## src/rtl/uart_tx_feeder.sv

```systemverilog
// uart_tx_feeder: FIFO byte buffer that paces single-cycle launches into uart_tx
module uart_tx_feeder #(
  parameter int DEPTH = 16,
  parameter int AW = 4,
  parameter int BUSY_TO = 8,
  parameter int GAP_CYC = 0
) (
  input  logic          clk50M,
  input  logic          rst,
  input  logic          wr_en,
  input  logic [7:0]    wr_data,
  output logic          full,
  output logic          empty,
  output logic [AW:0]   count,
  output logic          overflow,
  input  logic          ovf_clr,
  output logic          tx_trig,
  output logic [7:0]    tx_data,
  input  logic          tx_idle,
  output logic          busy
);
  typedef enum logic [2:0] {IDLE, TRIG, WAIT_BUSY, WAIT_IDLE, GAP} state_t;
  state_t state, state_nxt;
  logic [7:0] mem [DEPTH];
  logic [AW-1:0] wr_ptr, rd_ptr;
  logic [15:0] tmr;
  logic wr_ok, pop;
  logic [AW:0] count_nxt;
  assign wr_ok = wr_en && !full;
  assign pop = state == IDLE && !empty && tx_idle;
  assign count_nxt = (wr_ok && !pop) ? count + 1'b1 : (!wr_ok && pop) ? count - 1'b1 : count;
  assign tx_trig = state == TRIG;
  assign busy = state != IDLE;
  always_comb begin
    state_nxt = state;
    case (state)
      IDLE:      state_nxt = pop ? TRIG : IDLE;
      TRIG:      state_nxt = WAIT_BUSY;
      WAIT_BUSY: state_nxt = (!tx_idle || tmr == 16'(BUSY_TO - 1)) ? WAIT_IDLE : WAIT_BUSY;
      WAIT_IDLE: state_nxt = tx_idle ? (GAP_CYC > 0 ? GAP : IDLE) : WAIT_IDLE;
      GAP:       state_nxt = tmr == 16'(GAP_CYC - 1) ? IDLE : GAP;
      default:   state_nxt = IDLE;
    endcase
  end
  // tmr restarts on entry to each timed state since WAIT_BUSY and GAP are never adjacent
  always_ff @(posedge clk50M or posedge rst)
    if (rst) begin
      state <= IDLE;
      wr_ptr <= '0;
      rd_ptr <= '0;
      count <= '0;
      full <= 1'b0;
      empty <= 1'b1;
      overflow <= 1'b0;
      tx_data <= '0;
      tmr <= '0;
    end else begin
      state <= state_nxt;
      tmr <= (state == WAIT_BUSY || state == GAP) ? tmr + 1'b1 : '0;
      if (wr_ok) wr_ptr <= wr_ptr + 1'b1;
      if (pop) begin
        rd_ptr <= rd_ptr + 1'b1;
        tx_data <= mem[rd_ptr];
      end
      count <= count_nxt;
      full <= count_nxt == (AW+1)'(DEPTH);
      empty <= count_nxt == '0;
      overflow <= (wr_en && full) || (overflow && !ovf_clr);
    end
  always_ff @(posedge clk50M)
    if (wr_ok) mem[wr_ptr] <= wr_data;
endmodule
```

## config.mk

```make
export PLATFORM = sky130hd
export DESIGN_NAME = uart_tx_feeder
export DESIGN_NICKNAME = d
export VERILOG_FILES = /design/src/rtl/uart_tx_feeder.sv
export SDC_FILE = /design/constraint.sdc
export NUM_CORES = 1
export LEC_CHECK = 0
export CAP_MARGIN = 25
export CORE_MARGIN = 10
export CORE_UTILIZATION = 40
export CTS_CLUSTER_DIAMETER = 100
export DETAILED_ROUTE_END_ITERATION = 6
export PLACE_DENSITY_LB_ADDON = 0.2
export SLEW_MARGIN = 20
export SYNTH_ARGS = -nofsm -noshare
export SYNTH_HDL_FRONTEND = slang
export SYNTH_SLANG_ARGS = --single-unit
```

## constraint.sdc

```tcl
create_clock -name clk50M -period 2.7 [get_ports clk50M]
set_input_delay 0.54 -clock clk50M [delete_from_list [all_inputs] [get_ports clk50M]]
set_output_delay 0.54 -clock clk50M [all_outputs]
set_load 0.03 [all_outputs]
```

-- Word level (Yosys, flattened, before mapping)
Memories as Yosys holds them, arrays and structs flattened. A register that Yosys moved wholly into a read port is not among the register bits.
Cells that the tools add are included.
- register bits after elaboration: 35
- output and inout port bits: 18
- input port bits: 13
- memories kept: 1
- memory bits (writable): 128
- multiplexer cells: 10
- reductions and logical operators: 19
- $add $sub $neg: 5
- eq/ne operators: 7
- memories (memory ; depth ; bits a word ; read ports ; clocked after memory_dff ; write ports ; line ; text):
    mem ; 16 ; 8 ; 1 ; 1 ; 1 ; 24 ; logic [7:0] mem [DEPTH];
- operators by type and width (cell ; count):
    $add 16x1->16 const B ; 1
    $eq 16x16->1 const B ; 1
    $eq 16x3->1 const B ; 1
    $mux 16 ; 1
    $pmux 3 s5 ; 1
    $mux 5 ; 2
    $add 4x1->4 const B ; 2
    $logic_and 1x1->1 ; 7
    $eq 3x2->1 const B ; 2
    $logic_not 1->1 ; 6
    $add 5x1->5 const B ; 1
    $eq 5x5->1 const B ; 1
    $logic_not 5->1 ; 1
    $sub 5x1->5 const B ; 1
    $mux 1 ; 4
    $eq 3x1->1 const B ; 1
    $eq 3x3->1 const B ; 1
    $logic_not 3->1 ; 1
    $logic_or 1x1->1 ; 3
    $mux 3 ; 1
    $reduce_bool 3->1 ; 1
    $mux 2 ; 1

-- Depth between registers and ports, before layout
Gate-level depths: netlist of the first run.
- depth after elaboration: 7
- depth in mapped cells: 7

-- Least setup slack after synthesis of the first run
OpenSTA, ideal clock, no wires.
- kind: input to register
- start: input wr_en
- end: memory mem[3][0] (enable)
- cell stages on the path: 4
- path slack: 0.583 ns
- setup time: 0.383 ns
- arrival: 1.733 ns
- path through: nor2b_1 -> buf_2 -> nand2_1 -> nor3_1
- word-level cells in the longest chain between the ends: 3
- RTL lines (what ; line ; text):
    start: declaration ; 10 ; input logic wr_en,
    $logic_and 1x1->1 ; 29 ; assign wr_ok = wr_en && !full;
    $mux 1 ; 71 ; if (wr_ok) mem[wr_ptr] <= wr_data;
    $mux 1 (implied by the code) ; 71 ;
    end: declaration ; 24 ;
Every way passes these cells.

-- Final worst setup path of the first run
- start: register state[2]
- end: output busy
- word-level cells in the longest chain between the ends: 1
- RTL lines (what ; line ; text):
    start: declaration ; 23 ; state_t state, state_nxt;
    start signal: assignment ; 58 ; state <= state_nxt;
    $reduce_bool 3->1 ; 33 ; assign busy = state != IDLE;
    end: declaration ; 20 ; output logic busy
Every way passes these cells.

==> impl_metrics.csv, run 1 <==
group,metric,value,unit
drt,wl_per_cell,19.7,um
sta,finalClockSkew,0.0110,ns
sta,slew_viol_final,0,
logic_synthesis,synth_cell_types,50,
logic_synthesis,syn_avg_cell_area,15.8,um^2
logic_synthesis,netlist_instances,454,
logic_synthesis,syn_nets,475,
power_and_ir_drop,p_seq_frac,0.414,
power_and_ir_drop,switching_share,0.326,
sta,hold_viol_final,0,
sta,hold_ws,0.490,ns
outcome,outcome,"finished, final reports clean",
clock_tree,cts_max_level,4,
hold_path,hp-class,"input pin to async pin",
critical_path,crit_start,"state[2]$_DFF_PP0_",
sta,rsz0062_at_grt,"no",
global_routing,first_global_vias,4022,
clock_tree,post-cts-setup-buffers,0,
critical_path,cp-end-kind,"output pin",
critical_path,reg2reg_depth,5,
critical_path,critical_path_class,"flip-flop to output pin",
drt,drc_errors,0,
clock_tree,cts_made_buffers,17,
critical_path,reg2reg_slack,0.30,ns
logic_synthesis,async_reset_ff_frac,0.251,
power_and_ir_drop,p_int,5.84,mW
global_routing,grt_overflow,0,
critical_path,r2r_start,"rd_ptr[0]$_DFFE_PP0N_",
floorplanning,ios,31,
drt,drt_first_pass_iters,4,
global_routing,grt_max_degree,42,
final_layout,layout-drive-gt1-share,0.133,
critical_path,worstSetupEndpoint,"busy",
placement,dp_hpwl,9970,um
clock_tree,clkTransAtPathRegs,0.06,ns
clock_tree,clock-sinks,171,
clock_tree,cts_tree,"done",
power_and_ir_drop,clkPwrFrac,0.279,
critical_path,cp.buffers_inverters,2,
final_layout,antenna-diode-count,0,
logic_synthesis,synth-seq-cells,171,
clock_tree,postCtsHoldBufs,0,
critical_path,cp_slowest_stage_delay,0.63,ns
clock_tree,insertion_delay,0.42,ns
clock_tree,cts-root-buf,"clkbuf_16",
critical_path,cp-start-kind,"flip-flop",
placement,finalWeightedCongestion,0.802,
critical_path,cp_max_fo,6,
critical_path,cp_num_cells,3,
critical_path,path_cells,"nor3_4 > inv_1 > clkdlybuf4s50_1",
global_routing,grt_pass1_wl,23500,um
final_layout,synthToLayoutAreaGrowth,17.4,%
logic_synthesis,syn_area,7190,um^2
sta,finalCriticalPeriod,2.51,ns
sta,fin_crit_sh,0.929,
clock_tree,clockBufferDepth,2,
global_routing,grtUsageTotal,0.129,
logic_synthesis,ys_seq_area_frac,0.685,
placement,port_buffers,30,
critical_path,cp_top_family,"buffers and inverters",
power_and_ir_drop,ir_drop,0.899,mV
sta,tightest_slew,1.00,ns
floorplanning,initial_core_util,0.411,
floorplanning,placementRows,48,
power_and_ir_drop,combPwrFrac,0.307,
drt,wl,14800,um
floorplanning,die_area,23700,um^2
final_layout,final_nets,534,
logic_synthesis,synthFlopType,"edfxtp_1",
floorplanning,die_y,154,um
floorplanning,core_area,17500,um^2
drt,num_vias,3978,
clock_tree,ctsResizeCount,0,
sta,max_slew_margin,0.314,
drt,drt_iter0_markers,292,
sta,maxClockFrequency,0.399,GHz
logic_synthesis,synth_edf_count,128,
critical_path,cp.required,2.16,ns
logic_synthesis,synth_warnings,0,
critical_path,reg2reg_to,"tx_data[5]$_DFFE_PP0N_",
run,maxCapViolations,0,
sta,tns,0,ns
global_routing,antenna_found_initial,0,
power_and_ir_drop,p_per_area,1030,nW/um^2
power_and_ir_drop,p_sw,2.82,mW
final_layout,fillers,1492,
power_and_ir_drop,leakagePower,3.00,nW
critical_path,cp.arrival,1.97,ns
critical_path,slowest_stage,"clkdlybuf4s50_1",
floorplanning,die_w,154,um
sta,setup-violations-final,0,
final_layout,fin_util,0.483,
drt,via_per_inst,5.30,
drt,ant_nets,0,
final cells by class:
| class | count | area [um^2] | area share |
|---|---|---|---|
| clock buffers | 20 | 437 | 0.0518 |
| clock inverters | 12 | 148 | 0.0175 |
| inverters | 9 | 33.8 | 0.00401 |
| multi-input cells | 255 | 2070 | 0.245 |
| flip-flops and latches | 171 | 4920 | 0.584 |
| well taps | 225 | 282 | 0.0334 |
| repair buffers | 59 | 543 | 0.0644 |
power groups by stage:
stage,Clock [mW],Combinational (mW),Sequential (mW)
3_3_place_gp,0,2.64,3.62
5_1_grt,2.61,2.89,3.63
2_1_floorplan,0,1.68,3.67
6_report,2.42,2.66,3.58
3_5_place_dp,0,2.67,3.64
4_1_cts,2.48,2.69,3.59
worst min-delay path by stage:
stage | start | end | slack [ns] | cells after the start
final | rst | state[1]$_DFF_PP0_ | 0.49 | 3
after global placement | tmr[0]$_DFF_PP0_ | tmr[0]$_DFF_PP0_ | 0.47 | 1
after global routing | rst | state[1]$_DFF_PP0_ | 0.51 | 3
after detailed placement | tmr[0]$_DFF_PP0_ | tmr[0]$_DFF_PP0_ | 0.49 | 1
after floorplan | tmr[0]$_DFF_PP0_ | tmr[0]$_DFF_PP0_ | 0.46 | 1
after CTS | rst | state[1]$_DFF_PP0_ | 0.48 | 3
through the flow:
step	std cells	total power [mW]	instance area, um^2	setup slack (ns)
2_1_floorplan	454	5.35	7190	0.583
3_3_place_gp	719	6.27	7850	0.260
3_5_place_dp	719	6.31	7850	0.251
4_1_cts	751	8.75	8430	0.157
5_1_grt	751	9.14	8430	0.127
6_report	751	8.66	8430	0.191
layout by cell type (no fill, tap or decap), types with 11 or more instances in the layout:
cell             synthesis  routed
xnor2_1                 11      11
mux2i_1                 18      18
clkbuf_16                0      17
clkdlybuf4s50_1          0      30
mux4_1                  20      20
dfrtp_1                 42      41
nand2_1                 27      27
buf_4                    3      27
a21oi_1                 19      19
nor2_1                  46      46
xor2_1                  11      11
nor2b_1                 11      11
edfxtp_1               128     128
kinds of logic after synthesis:
logic type | synth area share
AOI/OAI and AO/OA | 0.0406
xor gates and xnor gates | 0.0268
adders and majority gates | 0.0139
buffers and inverters | 0.0273
DFF | 0.685
muxes | 0.114
and+or+nand+nor | 0.0928
state kept, by name, summed over array words and instances (netlist names):
register and flops:
full 1, tmr 16, tx_data 8, overflow 1, rd_ptr 4, mem 128, state 3, empty 1
wr_ptr 4, count 5
cells in the mapped netlist (2+ instances only):
| cell type | number | share of area |
|---|---|---|
| edfxtp_1 | 128 | 0.53 |
| nor2_1 | 46 | 0.024 |
| dfrtp_1 | 42 | 0.15 |
| nand2_1 | 27 | 0.014 |
| mux4_1 | 20 | 0.073 |
| a21oi_1 | 19 | 0.013 |
| mux2i_1 | 18 | 0.025 |
| nor2b_1 | 11 | 0.0096 |
| xnor2_1 | 11 | 0.013 |
| xor2_1 | 11 | 0.013 |
| inv_1 | 9 | 0.0047 |
| nor3_1 | 9 | 0.0063 |
| ha_1 | 8 | 0.014 |
| nand4_1 | 8 | 0.0070 |
| nand3_1 | 7 | 0.0049 |
| a211oi_1 | 6 | 0.0063 |
| o21ai_0 | 6 | 0.0042 |
| a31oi_1 | 5 | 0.0044 |
| nand2b_1 | 5 | 0.0044 |
| nor4_1 | 5 | 0.0044 |
| a2111oi_0 | 4 | 0.0049 |
| clkbuf_8 | 4 | 0.0077 |
| mux2_2 | 4 | 0.0063 |
| buf_2 | 3 | 0.0021 |
| buf_4 | 3 | 0.0031 |
| clkbuf_1 | 3 | 0.0016 |
| mux4_2 | 3 | 0.0094 |
| a22oi_1 | 2 | 0.0021 |
| and3_1 | 2 | 0.0017 |
| buf_6 | 2 | 0.0031 |
| nor3b_1 | 2 | 0.0021 |
| o211ai_1 | 2 | 0.0021 |
| or3_1 | 2 | 0.0017 |
routing by layer:
metal	global-route usage	up-vias	part of all wire
met3	0.0340	6	0.034
li1	-	1857	-
met2	0.207	88	0.50
met5	0	-	0
met4	0.0337	0	0.0047
met1	0.169	2027	0.46
worst register-to-register path, delay by kind of cell (launching register included):
kind             cells  cell delay, ns
AO/OA/AOI/OAI        4            1.38
flip-flops           1            0.67
AND/OR/NAND/NOR      1            0.28
Power figures use the tool's default switching activity.
==> run 2, diff against run 1 <==
CTS_BUF_LIST = sky130_fd_sc_hd__clkbuf_4   (was default)
MAX_ROUTING_LAYER = met4   (was default)
==> run 2 against run 1 <==
Against the previous run: power down 11%; clock power down 37%; sequential share of layout area up 2.0 points; clock-buffer cell count unchanged; routed wire length down 0.93%; critical endpoint is now tx_trig; highest routed layer unchanged.
==> impl_metrics.csv, run 2 (same netlist as run 1, synthesis figures left out) <==
group,metric,value,unit
clock_tree,cts-root-buf,"clkbuf_4",
sta,tightest_slew,1.03,ns
sta,hold_viol_final,0,
sta,finalClockSkew,0.0295,ns
final_layout,multi_input_area,2070,um^2
final_layout,reg.largest.list,"mem (128), tmr (16), tx_data (8)",
final_layout,layout-drive-gt1-share,0.139,
power_and_ir_drop,clkPwrFrac,0.196,
critical_path,cp_max_fo,6,
drt,num_vias,3951,
clock_tree,insertion_delay,0.55,ns
clock_tree,cts_tree,"done",
final_layout,regArea,4920,um^2
drt,via_per_inst,5.25,
clock_tree,cts_max_level,4,
final_layout,fillers,1531,
power_and_ir_drop,p_per_area,950,nW/um^2
placement,finalWeightedCongestion,0.811,
floorplanning,die_y,154,um
critical_path,cp.arrival,1.96,ns
critical_path,cp-end-kind,"output pin",
drt,ant_nets,0,
floorplanning,die_w,154,um
placement,placed_area,7850,um^2
clock_tree,cts_made_buffers,17,
drt,drt_iter0_markers,270,
floorplanning,initial_core_util,0.411,
sta,fin_crit_sh,0.925,
sta,setup-violations-final,0,
power_and_ir_drop,ir_drop,0.583,mV
global_routing,antenna_found_initial,1,
critical_path,cp-start-kind,"flip-flop",
outcome,outcome,"finished, final reports clean",
sta,maxClockFrequency,0.401,GHz
power_and_ir_drop,leakagePower,2.88,nW
sta,max_slew_margin,0.296,
hold_path,hp-class,"input pin to async pin",
sta,finalCriticalPeriod,2.50,ns
final_layout,largest-register,"mem",
power_and_ir_drop,p_sw,2.70,mW
power_and_ir_drop,p_seq_frac,0.462,
critical_path,cp.required,2.16,ns
power_and_ir_drop,switching_share,0.349,
global_routing,grtUsageTotal,0.131,
floorplanning,core_area,17500,um^2
final_layout,final_cell_mix,"edfxtp_1 (128), nor2_1 (46), dfrtp_1 (41), clkdlybuf4s50_1 (29)",
drt,wl_per_cell,19.5,um
final_layout,synthToLayoutAreaGrowth,13.4,%
drt,wl,14600,um
clock_tree,clkTransAtPathRegs,0.13,ns
final_layout,largest_reg_flops,128,
power_and_ir_drop,power,7.74,mW
placement,port_buffers,30,
global_routing,grt_max_degree,42,
sta,tns,0,ns
drt,drt_first_pass_iters,5,
sta,slew_viol_final,0,
power_and_ir_drop,p_int,5.04,mW
critical_path,reg2reg_depth,6,
global_routing,first_global_vias,3969,
global_routing,grt_pass1_wl,23400,um
final_layout,final_area,8150,um^2
clock_tree,clock-sinks,171,
floorplanning,ios,31,
power_and_ir_drop,combPwrFrac,0.343,
drt,drc_errors,0,
placement,dp_hpwl,9970,um
clock_tree,clockBufferDepth,2,
run,maxCapViolations,0,
sta,rsz0062_at_grt,"no",
final_layout,layout_commonest_cell,"edfxtp_1",
global_routing,grt_overflow,0,
critical_path,critical_path_class,"flip-flop to output pin",
final_layout,final_nets,534,
floorplanning,placementRows,48,
floorplanning,die_area,23700,um^2
## run 2: cell types whose count changed in the layout (fill, tap and decap cells not counted)
| cell | before | now |
|---|---|---|
| clkbuf_1 | 3 | 0 |
| clkbuf_16 | 17 | 0 |
| clkbuf_4 | 0 | 20 |
| clkdlybuf4s50_1 | 30 | 29 |
| dlygate4sd2_1 | 0 | 1 |
| diode_2 | 0 | 1 |
## run 2: worst paths after layout
path | from | endpoint | slack, ns
min in group clk50M | tmr[0]$_DFF_PP0_ | tmr[0]$_DFF_PP0_ | 0.50
hold reg to reg | tmr[0]$_DFF_PP0_ | tmr[0]$_DFF_PP0_ | 0.50
setup / recovery | state[0]$_DFF_PP0_ | tx_trig | 0.20
hold / removal | rst | state[1]$_DFF_PP0_ | 0.35
max in group asynchronous | rst | empty$_DFF_PP1_ | 2.07
setup reg to reg | rd_ptr[1]$_DFFE_PP0N_ | tx_data[5]$_DFFE_PP0N_ | 0.26
## run 2: area by class of cell
class                   instances  area share
inverters                       9     0.00415
diodes                          1    0.000307
clock inverters                12      0.0181
repair buffers                 59      0.0665
multi-input cells             255       0.254
flip-flops and latches        171       0.604
clock buffers                  20      0.0184
well taps                     225      0.0345
## run 2: power by group through the flow
stage | clock [mW] | combinational, mW | sequential (mW)
2_1_floorplan | 0 | 1.68 | 3.67
3_3_place_gp | 0 | 2.64 | 3.62
3_5_place_dp | 0 | 2.67 | 3.64
4_1_cts | 1.58 | 2.68 | 3.58
5_1_grt | 1.71 | 2.89 | 3.63
6_report | 1.52 | 2.65 | 3.57
## run 2: what timing repair did
| item | CTS | global route |
|---|---|---|
| hold buffers | 0 | 0 |
| resized for setup | 1 | 0 |
| setup buffers | 0 | 0 |
| endpoints found under the setup margin | 1 | 0 |
## run 2: metal layers
metal / up-vias / share of wire / global-route usage
met5: - / 0 / -
met1: 1989 / 0.46 / 0.170
met4: 0 / 0.0097 / 0.0405
met3: 11 / 0.041 / 0.0293
met2: 92 / 0.49 / 0.202
li1: 1859 / - / -
## run 2: per-stage QoR
stage	setup slack, ns	cells	utilization	hold WS, ns
3_3_place_gp	0.260	719	0.449	0.473
5_1_grt	0.0867	752	0.466	0.324
4_1_cts	0.147	751	0.466	0.313
3_5_place_dp	0.251	719	0.449	0.486
6_report	0.203	752	0.466	0.348
2_1_floorplan	0.583	454	-	0.455
## run 2: critical path, cell delays in order, from the launching register on
cell and delay (ns):
dfrtp_1 0.50, nor3b_1 0.22, clkdlybuf4s50_1 0.71
